[src/rtl/secded_pkg.sv]
// rtl/secded_pkg.sv - SECDED receiver state type and Hamming index helpers
package secded_pkg;

  typedef enum logic [2:0] {
    ST_IDLE,
    ST_START,
    ST_DATA,
    ST_STOP,
    ST_DECODE
  } rx_state_e;

  // Upper bound on codeword length the helpers can handle; shared with the transmitter.
  localparam int MAX_CW = 64;

  function automatic int calc_par_w(input int data_w);
    int p;
    p = 1;
    for (int k = 1; k < 16; k++) begin
      if ((1 << p) < data_w + p + 1) p = p + 1;
    end
    return p;
  endfunction

  function automatic logic is_parity_pos(input int pos);
    return (pos > 0) && ((pos & (pos - 1)) == 0);
  endfunction

  function automatic int data_pos(input int idx);
    int k;
    int res;
    k   = 0;
    res = 0;
    for (int pos = 1; pos < MAX_CW; pos++) begin
      if (!is_parity_pos(pos)) begin
        if (k == idx) res = pos;
        k = k + 1;
      end
    end
    return res;
  endfunction

  function automatic logic [7:0] syndrome(input logic [MAX_CW-1:0] cw, input int n);
    logic [7:0] s;
    s = '0;
    for (int pos = 1; pos < MAX_CW; pos++) begin
      if (pos <= n && cw[pos]) s = s ^ pos[7:0];
    end
    return s;
  endfunction

endpackage

[src/rtl/secded_rx_fifo.sv]
// rtl/secded_rx_fifo.sv - synchronous FIFO for decoded words, wrap-bit full/empty
module secded_rx_fifo #(
  parameter int WIDTH = 6,
  parameter int DEPTH = 4
) (
  input  logic             clk,
  input  logic             rst,
  input  logic             wr_en,
  input  logic [WIDTH-1:0] wr_data,
  input  logic             rd_en,
  output logic [WIDTH-1:0] rd_data,
  output logic             full,
  output logic             empty
);

  localparam int AW = $clog2(DEPTH);

  logic [WIDTH-1:0] mem [DEPTH];
  logic [AW:0]      wr_ptr;
  logic [AW:0]      rd_ptr;
  logic             do_rd;
  logic             do_wr;

  assign empty = (wr_ptr == rd_ptr);
  assign full  = (wr_ptr[AW] != rd_ptr[AW]) && (wr_ptr[AW-1:0] == rd_ptr[AW-1:0]);
  assign do_rd = rd_en & ~empty;
  // A pop in the same cycle frees the slot, so a full FIFO still takes the write.
  assign do_wr = wr_en & (~full | do_rd);

  assign rd_data = empty ? '0 : mem[rd_ptr[AW-1:0]];

  always_ff @(posedge clk) begin
    if (do_wr) mem[wr_ptr[AW-1:0]] <= wr_data;
  end

  always_ff @(posedge clk or posedge rst) begin
    if (rst) begin
      wr_ptr <= '0;
      rd_ptr <= '0;
    end else begin
      if (do_wr) wr_ptr <= wr_ptr + 1'b1;
      if (do_rd) rd_ptr <= rd_ptr + 1'b1;
    end
  end

endmodule

[src/rtl/secded_serial_rx.sv]
// rtl/secded_serial_rx.sv - oversampling SECDED serial receiver with decoded-word FIFO
module secded_serial_rx
  import secded_pkg::*;
#(
  parameter int DATA_W       = 4,
  parameter int CLKS_PER_BIT = 16,
  parameter int FIFO_DEPTH   = 4
) (
  input  logic              clk,
  input  logic              rst,
  input  logic              serial_in,
  output logic [DATA_W-1:0] out_data,
  output logic              out_corr,
  output logic              out_uncorr,
  output logic              out_valid,
  input  logic              out_ready,
  output logic              frame_err,
  output logic              overflow,
  output logic              busy,
  input  logic              cnt_clr,
  output logic [7:0]        corr_cnt,
  output logic [7:0]        uncorr_cnt
);

  localparam int PAR_W = calc_par_w(DATA_W);
  localparam int N     = DATA_W + PAR_W;
  localparam int CW    = N + 1;
  localparam int CNT_W = $clog2(CLKS_PER_BIT);
  localparam int BIT_W = $clog2(CW);
  localparam int FW    = DATA_W + 2;

  localparam logic [CNT_W-1:0] HALF_M1 = CNT_W'(CLKS_PER_BIT / 2 - 1);
  localparam logic [CNT_W-1:0] FULL_M1 = CNT_W'(CLKS_PER_BIT - 1);
  localparam logic [BIT_W-1:0] LAST_BIT = BIT_W'(CW - 1);

  logic sync1, rxd, rxd_prev, fall;

  always_ff @(posedge clk or posedge rst) begin
    if (rst) begin
      sync1    <= 1'b1;
      rxd      <= 1'b1;
      rxd_prev <= 1'b1;
    end else begin
      sync1    <= serial_in;
      rxd      <= sync1;
      rxd_prev <= rxd;
    end
  end

  assign fall = rxd_prev & ~rxd;

  rx_state_e         state;
  logic [CNT_W-1:0]  cnt;
  logic [BIT_W-1:0]  bit_idx;
  logic [CW-1:0]     cw_reg;

  logic [CW-1:0]     fixed;
  logic [7:0]        syn;
  logic              par;
  logic              dec_corr;
  logic              dec_uncorr;
  logic [DATA_W-1:0] dec_data;

  // Syndrome names the flipped position; overall parity tells single from double errors.
  always_comb begin
    syn        = syndrome(MAX_CW'(cw_reg), N);
    par        = ^cw_reg;
    fixed      = cw_reg;
    dec_corr   = 1'b0;
    dec_uncorr = 1'b0;
    dec_data   = '0;
    if (par) begin
      if (syn <= 8'(N)) dec_corr = 1'b1;
      else              dec_uncorr = 1'b1;
      for (int i = 1; i < CW; i++) begin
        if (syn == 8'(i)) fixed[i] = ~fixed[i];
      end
    end else if (syn != '0) begin
      dec_uncorr = 1'b1;
    end
    for (int i = 0; i < DATA_W; i++) dec_data[i] = fixed[data_pos(i)];
  end

  logic          push;
  logic          pop;
  logic          fifo_full;
  logic          fifo_empty;
  logic [FW-1:0] fifo_rd;

  assign push = (state == ST_DECODE);
  assign pop  = out_ready & ~fifo_empty;

  always_ff @(posedge clk or posedge rst) begin
    if (rst) begin
      state     <= ST_IDLE;
      cnt       <= '0;
      bit_idx   <= '0;
      cw_reg    <= '0;
      frame_err <= 1'b0;
      overflow  <= 1'b0;
    end else begin
      frame_err <= 1'b0;
      overflow  <= push & fifo_full & ~pop;
      case (state)
        ST_IDLE: begin
          cnt <= '0;
          if (fall) state <= ST_START;
        end
        ST_START: begin
          if (cnt == HALF_M1) begin
            cnt     <= '0;
            bit_idx <= '0;
            state   <= rxd ? ST_IDLE : ST_DATA;
          end else begin
            cnt <= cnt + 1'b1;
          end
        end
        ST_DATA: begin
          if (cnt == FULL_M1) begin
            cnt    <= '0;
            cw_reg <= {rxd, cw_reg[CW-1:1]};
            if (bit_idx == LAST_BIT) state <= ST_STOP;
            else                     bit_idx <= bit_idx + 1'b1;
          end else begin
            cnt <= cnt + 1'b1;
          end
        end
        ST_STOP: begin
          if (cnt == FULL_M1) begin
            cnt <= '0;
            if (rxd) begin
              state <= ST_DECODE;
            end else begin
              frame_err <= 1'b1;
              state     <= ST_IDLE;
            end
          end else begin
            cnt <= cnt + 1'b1;
          end
        end
        ST_DECODE: state <= ST_IDLE;
        default:   state <= ST_IDLE;
      endcase
    end
  end

  // Dropped words still count: the counters track line quality, not delivery.
  always_ff @(posedge clk or posedge rst) begin
    if (rst) begin
      corr_cnt   <= '0;
      uncorr_cnt <= '0;
    end else if (cnt_clr) begin
      corr_cnt   <= '0;
      uncorr_cnt <= '0;
    end else if (push) begin
      if (dec_corr && corr_cnt != 8'hFF)     corr_cnt   <= corr_cnt + 1'b1;
      if (dec_uncorr && uncorr_cnt != 8'hFF) uncorr_cnt <= uncorr_cnt + 1'b1;
    end
  end

  secded_rx_fifo #(
    .WIDTH(FW),
    .DEPTH(FIFO_DEPTH)
  ) u_fifo (
    .clk    (clk),
    .rst    (rst),
    .wr_en  (push),
    .wr_data({dec_uncorr, dec_corr, dec_data}),
    .rd_en  (out_ready),
    .rd_data(fifo_rd),
    .full   (fifo_full),
    .empty  (fifo_empty)
  );

  assign {out_uncorr, out_corr, out_data} = fifo_rd;
  assign out_valid = ~fifo_empty;
  assign busy      = (state != ST_IDLE);

endmodule

[config.mk]
export PLATFORM = sky130hd
export DESIGN_NAME = secded_serial_rx
export DESIGN_NICKNAME = d
export VERILOG_FILES = /design/src/rtl/secded_pkg.sv /design/src/rtl/secded_rx_fifo.sv /design/src/rtl/secded_serial_rx.sv
export SDC_FILE = /design/constraint.sdc
export NUM_CORES = 1
export LEC_CHECK = 0
export ABC_AREA = 1
export CORE_MARGIN = 5
export CORE_UTILIZATION = 55
export CTS_CLUSTER_SIZE = 16
export DETAILED_ROUTE_END_ITERATION = 6
export HOLD_SLACK_MARGIN = 0.08
export PLACE_DENSITY = 0.74
export SYNTH_ARGS = -nofsm -noshare
export SYNTH_HDL_FRONTEND = slang
export SYNTH_HIERARCHICAL = 1
export SYNTH_SLANG_ARGS = --single-unit
[constraint.sdc]
create_clock -name clk -period 4.7 [get_ports clk]
set_input_delay 1.175 -clock clk [delete_from_list [all_inputs] [get_ports clk]]
set_output_delay 1.175 -clock clk [all_outputs]
set_load 0.02 [all_outputs]
Yosys cells after proc, flatten, opt, wreduce, memory -nomap -nowiden
Memories as Yosys holds them, arrays and structs flattened.
Cells that the tools add are included.
W data, S select, Z words.

storage, ports and cells
  bits in registers = 45
  memory bits (writable) = 24
  bits of input ports = 5
  memories = 1

memory list
  name        depth  bits a word  rd ports  clocked after Yosys merged registers in  wr ports  RTL line              source
  u_fifo.mem  4      6            1         0                                        1         secded_rx_fifo.sv:18  logic [WIDTH-1:0] mem [DEPTH];

operators by class
  $add $sub $neg = 6
  order comparisons = 1
  equal/unequal tests = 25
  muxes and demuxes = 47
  bitwise gates (word level) = 23
  reduce and logical (&&, ||, !) cells = 18

operators by type and width
  operator               number
  $mux W8                6
  $mux W3                13
  $eq A8 B3 Y1 const B   4
  $mux W1                18
  $add A8 B1 Y8 const B  2
  $eq A8 B2 Y1 const B   2
  $ne A8 B8 Y1 const B   2
  $ne A2 B2 Y1 const B   6
  $pmux W3 S4            1
  $pmux W4 S3            1
  $not A1 Y1             11
  $add A3 B1 Y3 const B  3
  $eq A8 B1 Y1 const B   1
  $le A8 B3 Y1 const B   1
  $mux W4                2
  $reduce_bool A2 Y1     4
  $reduce_bool A8 Y1     1
  $reduce_xor A8 Y1      1
  $mux W7                1
  $eq A3 B2 Y1 const B   2
  $eq A3 B3 Y1 const B   2
  $mux W2                3
  $mux W6                1
  $not A2 Y2             3
  other kinds (19)       29

Depth between registers and ports, before layout
Gate-level depths: netlist (run 1).

  depth after elaboration = 18
  depth in mapped cells = 13

Hierarchy
The synthesis (run 1) kept the hierarchy.

by module, submodules not included
  module            times used  cells each  area an instance (um^2)  sequential area each (um^2)
  secded_serial_rx  1           317         2402.3                   979.7
  secded_rx_fifo    1           137         1390.1                   870.8

Worst setup path after synthesis (run 1)
Ideal clock, no wire load.

  kind = reg2out
  start point = register u_fifo.rd_ptr[1]
  end point = output out_corr
  arrival = 1.109 ns
  data required time = 3.525 ns
  setup slack = 2.416 ns
  cell stages (with the launch flop) = 6
  buffers on the path = 1
  cell sequence = dfrtp_1 -> xnor2_1 -> nand3_1 -> buf_6 -> nand2_1 -> inv_1

on the way
  cells in the longest elaborated chain, start to end = 2
  elaborated cells between the ends (all ways) = 3
  classes of those cells = eq/ne: 1; mux: 1; memory: 1

ends and longest elaborated chain
  element                                               RTL line                source
  start: declaration                                    secded_rx_fifo.sv:20    logic [AW:0] rd_ptr;
  start signal: assignment                              secded_rx_fifo.sv:42    if (do_rd) rd_ptr <= rd_ptr + 1'b1;
  $mem_v2 Z4 W6 / $eq A3 B3 Y1 (equally long branches)  --
  $mux W6 (*)                                           secded_rx_fifo.sv:30    assign rd_data = empty ? '0 : mem[rd_ptr[AW-1:0]];
  end: declaration                                      secded_serial_rx.sv:13  output logic out_corr,

Every way passes the cells marked *; elsewhere a longest branch is shown, timed or not.

Final worst setup path (run 1)
  start point = register u_fifo.rd_ptr[0]
  end point = output out_data[3]

on the way
  cells in the longest elaborated chain, start to end = 2
  elaborated cells between the ends (all ways) = 3
  classes of those cells = eq/ne: 1; mux: 1; memory: 1

ends and longest elaborated chain
  element                                               RTL line                source
  $mem_v2 Z4 W6 / $eq A3 B3 Y1 (equally long branches)  --
  $mux W6 (*)                                           secded_rx_fifo.sv:30
  end: declaration                                      secded_serial_rx.sv:12  output logic [DATA_W-1:0] out_data,

Marks and branches as above.

==> results of run 1 <==
==> cell families after synthesis <==
| kind of cell | count (synthesis) | share of synthesized area [%] |
|---|---|---|
| buf+inv | 66 | 7.32 |
| flops | 69 | 48.8 |
| xor+xnor | 13 | 3.00 |
| simple gates | 243 | 29.9 |
| fa+ha+maj | 10 | 3.30 |
| compound gates | 53 | 7.69 |
==> layout make-up <==
type / instances / area share [%]
clock buffer: 10 / 2.94
sequential: 69 / 42.7
tap: 80 / 2.31
clock inverter: 6 / 1.47
inverter: 57 / 5.11
timing repair buffer: 31 / 7.10
multi-input combinational: 319 / 38.4
==> cell usage after synthesis, types with 2 or more instances <==
library cell / n
a21oi_1: 10
buf_2: 6
buf_6: 2
dfrtp_1: 42
dfstp_2: 3
edfxtp_1: 24
ha_1: 10
inv_1: 49
inv_2: 7
nand2_1: 119
nand2_2: 15
nand2_4: 7
nand3_1: 36
nand3_2: 2
nand4_1: 3
nor2_1: 46
nor2_2: 2
nor2_4: 2
nor3_1: 4
nor3b_1: 3
o21ai_0: 29
o21ai_1: 5
o21ai_2: 4
xnor2_1: 2
xor2_1: 11
==> path summary, 6_finish.rpt <==
kind / to / cells past startpoint / startpoint
min: rxd / 0 / sync1
min reg2reg: rxd / 0 / sync1
max: out_data[3] / 7 / u_fifo/rd_ptr[0]
max reg2reg: u_fifo/mem[3][4] / 6 / u_fifo/rd_ptr[0]
max in group asynchronous: sync1 / 3 / rst
min in group asynchronous: u_fifo/wr_ptr[2] / 2 / rst
==> layer usage <==
metal  vias to the layer above  GRT usage, %
li1                       1521             -
met1                      1365          23.9
met2                        47          30.1
met3                        11          4.99
met4                         0          7.20
met5                         -             0
==> metrics by stage <==
step | hold WS, ns | instances | cell area [sq um] | setup slack (ns)
2_1_floorplan | 0.345 | 454 | 3790 | 2.42
3_3_place_gp | 0.348 | 556 | 4140 | 1.50
3_5_place_dp | 0.350 | 556 | 4140 | 1.42
4_1_cts | 0.362 | 572 | 4340 | 1.04
5_1_grt | 0.368 | 572 | 4340 | 0.846
6_report | 0.364 | 572 | 4340 | 1.07
==> report_power, final <==
| part | total, mW | internal [mW] | switching [mW] |
|---|---|---|---|
| Sequential | 0.773 | 0.689 | 0.0840 |
| Combinational | 0.704 | 0.275 | 0.430 |
| Clock | 0.473 | 0.244 | 0.229 |
==> worst register-to-register path, delay by kind of cell (launching register included) <==
kind / cells / cell delay (ns)
AND/OR/NAND/NOR: 5 / 0.96
flip-flops: 1 / 0.62
buffers and inverters: 1 / 0.21
==> impl_metrics.csv, run 1 <==
group,metric,value,unit
worst_hold_path,holdCritPathClass,"reg -> reg",
synthesis,ys_types,36,
worst_setup_path,worst_ep_arrival_time,2.46,ns
die,rows,30,
synthesis,ys.warnings.count,6,
route,firstDrtPassIters,4,
global_route,grt_max_degree,40,
worst_setup_path,path_class,"reg -> out",
die,fp.dieW,93.0,microns
sta,period_needed,3.63,ns
layout,postLayoutCoreUtil,64.2,%
clocking,clk_pin_slew_worst_paths,0.08,ns
synthesis,yosysTopAreaCell,"dfrtp_1",
layout,n_fill_cell,564,
die,start_util,56.1,%
layout,mostFrequentLayoutCells,"119 x nand2_1, 49 x inv_1, 46 x nor2_1",
sta,slew_headroom,42.7,%
sta,setup_tns,0,ns
synthesis,syn-mean-instance-area,8.35,sq um
synthesis,yosysTopAreaCellShare,27.7,%
route,drc,0,
synthesis,ys.flop_type,"dfrtp_1",
synthesis,synthesis.instances,454,
worst_setup_path,rrSetupSlack,2.54,ns
layout,area_delta_synth_final,14.3,%
clocking,worstSkewPairLatency,0.34,ns
worst_setup_path,max_stage_delay,0.62,ns
layout,multi_input_area,1660,sq um
die,die_area,8660,sq um
clocking,cts.sinks,69,
layout,final-seq-area,1850,sq um
global_route,grt_pass1_vias,2823,
synthesis,ys_async_sr_fraction,65.2,%
worst_setup_path,path_common_cell,"nand2_1",
power,p_leak,2.04,nW
clocking,clk_path_buf_depth,2,
synthesis,ys_seq_area_share,48.8,%
sta,drv_slew,0,
sta,rsz0062_at_grt,"false",
clocking,cts_resized,0,
worst_setup_path,crit_path_start_kind,"flip-flop",
die,core_area,6760,sq um
clocking,cts_hold_buf,0,
worst_setup_path,critPathTopFamily,"buffers and inverters",
global_route,grtUsageTotal,18.6,%
place,post-dp-hpwl,5.26,mm
power,power,1.95,mW
place,portBuffers,30,
sta,skew,0.0105,ns
route,totalWireLength,7.33,mm
route,drt-vias-per-instance,5.15,
clocking,cts_max_level,3,
clocking,cts_tree,"done",
route,drtIter0Drc,107,
run,drv_cap,0,
route,dr_wl_met2,3.61,mm
status,status,"complete, no violations",
die,io_pins,31,
layout,layout_commonest_cell,"nand2_1",
sta,period_share,77.3,%
power,ir_drop,0.327,mV
sta,final-setup-viol-count,0,
worst_setup_path,path_buf_inv,3,
synthesis,ys_ff_latch,69,
route,top_layer,"met4",
route,m1WireLength,3.33,mm
clocking,cts_setup_buffers,0,
worst_setup_path,cp_slowest_cell,"dfrtp_1",
layout,drive_above_1_share,12.8,%
global_route,grt_pass1_wl,12.8,mm
synthesis,synth_nets,469,
global_route,antenna_found_initial,0,
clocking,cts_buffers,9,
worst_setup_path,critical_path.endpoint_type,"primary output",
worst_setup_path,critical_path.cell_chain,"inv_2 > nand2_1 > nand2_1 > nand3_1 > nand2_1 > inv_1 > clkdlybuf4s50_1",
synthesis,synth_edf_count,24,
layout,nets,502,
die,dieHeight,93.0,microns
worst_setup_path,worstPathRequired,3.52,ns
synthesis,synthTopCellsByArea,"dfrtp_1 28%, edfxtp_1 19%, nand2_1 12%, inv_1 4.8%, nand3_1 4.8%",
worst_setup_path,worstPathMaxFanout,16,
synthesis,netlist_area,3790,sq um
route,vias,2944,
route,antenna_left,0,
route,post_drt_wl_per_cell,12.8,microns
sta,hold_violations,0,
clocking,clock-root-buffer,"clkbuf_8",
power,power_density,450,nW/um^2
sta,fmax,275,MHz
global_route,grt_overflow,0,
sta,tightest_slew,0.856,ns
place,gp_congestion,0.850,
route,wl_met3,256,microns
layout,largest_register_ffs,24,
layout,diodes,0,
Power figures use the tool's default switching activity.
==> inputs of run 2 (changes only) <==
==> constraint.sdc (replaced) <==
create_clock -name clk -period 3.7 [get_ports clk]
set_input_delay 0.925 -clock clk [delete_from_list [all_inputs] [get_ports clk]]
set_output_delay 0.925 -clock clk [all_outputs]
set_load 0.02 [all_outputs]
==> run 2 against run 1 <==
  * Final cell count increased by 0.17%
  * Register-to-register slack got worse by 0.97 ns
  * Count of clock-buffer cells in the layout decreased by 1
  * Sequential cell count unchanged
  * Via count decreased by 0.20%
  * Hold slack got worse by 0.0049 ns
  * First-iteration DRC count decreased by 12%
  * Die area unchanged
  * Sequential share of layout area increased by 0.086 points
  * Critical path depth unchanged
  * Clock skew about the same
  * Core utilization decreased by 0.13 points
  * Largest power group unchanged
==> impl_metrics.csv, run 2 (same netlist as run 1, synthesis figures left out) <==
group,metric,value,unit
global_route,grt_pass1_wl,12.5,mm
worst_hold_path,holdCritPathClass,"reg -> reg",
sta,tightest_slew,0.889,ns
global_route,antenna_found_initial,0,
place,portBuffers,30,
place,gp_congestion,0.849,
worst_setup_path,worstPathMaxFanout,16,
clocking,clock-root-buffer,"clkbuf_8",
layout,largest_register_ffs,24,
layout,n_fill_cell,582,
clocking,worstSkewPairLatency,0.35,ns
power,switching_share,39.3,%
power,power.switching,948,uW
route,drt-vias-per-instance,5.13,
die,rows,30,
clocking,clk_pin_slew_worst_paths,0.08,ns
sta,period_needed,3.38,ns
power,seq_power_share,40.6,%
route,drc,0,
clocking,cts_tree,"done",
status,status,"complete, no violations",
sta,rsz0062_at_grt,"false",
sta,setup_tns,0,ns
power,power,2.42,mW
global_route,grtUsageTotal,18.2,%
layout,layout_commonest_cell,"nand2_1",
layout,nets,503,
die,dieHeight,93.0,microns
worst_setup_path,crit_path_start_kind,"flip-flop",
clocking,cts_hold_buf,0,
route,totalWireLength,7.04,mm
global_route,grt_pass1_vias,2738,
worst_setup_path,path_class,"reg -> out",
power,pwr-share-comb,36.8,%
global_route,grt_overflow,0,
layout,multi_input_area,1660,sq um
route,vias,2938,
die,die_area,8660,sq um
power,p_leak,2.03,nW
layout,final-seq-area,1850,sq um
clocking,cts_resized,0,
sta,period_share,91.3,%
power,intPower,1.47,mW
place,post-dp-hpwl,5.25,mm
global_route,grt_max_degree,24,
place,dp_slack,0.690,ns
clocking,cts_setup_buffers,0,
layout,area_delta_synth_final,14.1,%
power,ir_drop,0.459,mV
route,antenna_left,0,
sta,skew,0.00999,ns
route,drtIter0Drc,94,
die,core_area,6760,sq um
sta,fin_ws,0.324,ns
die,io_pins,31,
sta,drv_slew,0,
sta,hold_violations,0,
clocking,clk_path_buf_depth,2,
sta,slew_headroom,40.7,%
die,fp.dieW,93.0,microns
power,clockPowerShare,22.6,%
clocking,cts_buffers,9,
layout,mostFrequentLayoutCells,"119 x nand2_1, 49 x inv_1, 46 x nor2_1",
run,drv_cap,0,
power,power_density,558,nW/um^2
layout,diodes,0,
worst_setup_path,worstPathRequired,2.77,ns
worst_setup_path,critical_path.endpoint_type,"primary output",
sta,final-setup-viol-count,0,
worst_setup_path,worst_ep_arrival_time,2.45,ns
die,start_util,56.1,%
clocking,cts_max_level,3,
layout,drive_above_1_share,13.0,%
route,post_drt_wl_per_cell,12.3,microns
sta,fmax,296,MHz
clocking,cts.sinks,69,
route,firstDrtPassIters,4,
## run 2: changes by cell type in the layout (fill, tap and decap cells not counted), sizes merged
cell / change
clkinvlp: +2
buf: +1
bufinv: -1
clkbuf: -1
clkinv: -1
inv: +1
## run 2: per-layer routing
layer  global-route usage, %  part of all wire, %  wire length [microns]
met5                       0                    0                      0
met1                    23.7                   47                   3300
met3                    4.51                  3.1                    217
met2                    28.9                   48                   3410
met4                    7.94                  1.6                    110
## run 2: per-stage QoR
stage,instances,area [sq um],util [%],hold slack [ns]
5_1_grt,573,4330,64.0,0.371
2_1_floorplan,454,3790,-,0.345
3_5_place_dp,557,4150,61.4,0.349
3_3_place_gp,557,4150,61.4,0.347
6_report,573,4330,64.0,0.359
4_1_cts,573,4330,64.0,0.360
## run 2: area by class of cell
type,count,share of cell area [%]
well taps,80,2.31
repair buffers,32,7.29
multi-input cells,319,38.5
flip-flops and latches,69,42.8
clock inverters,7,1.19
clock buffers,9,2.86
inverters,57,5.12
## run 2: power groups by stage
stage / Combinational (mW) / Sequential [mW] / Clock [mW]
after floorplan: 0.684 / 0.952 / 0
after global placement: 0.867 / 0.991 / 0
after detailed placement: 0.894 / 0.997 / 0
after CTS: 0.899 / 0.982 / 0.566
after global routing: 1.01 / 1.00 / 0.598
final: 0.889 / 0.981 / 0.545
## run 2: worst paths after layout
check | cells past startpoint | slack [ns] | from | to
setup / recovery | 7 | 0.32 | u_fifo/rd_ptr[0] | out_valid
setup reg to reg | 6 | 1.57 | u_fifo/rd_ptr[0] | u_fifo/mem[3][5]
min in group asynchronous | 2 | 0.82 | rst | u_fifo/wr_ptr[2]
max in group asynchronous | 3 | 1.86 | rst | sync1
hold / removal | 0 | 0.36 | sync1 | rxd
hold reg to reg | 0 | 0.36 | sync1 | rxd
## run 2: worst max-delay path, cell delays in order (launching register included)
cell and delay [ns]:
dfrtp_1 0.63, inv_2 0.21, nand2_1 0.10, nand2_1 0.09, nand3_1 0.31, inv_1 0.09
inv_1 0.08, clkdlybuf4s50_1 0.60
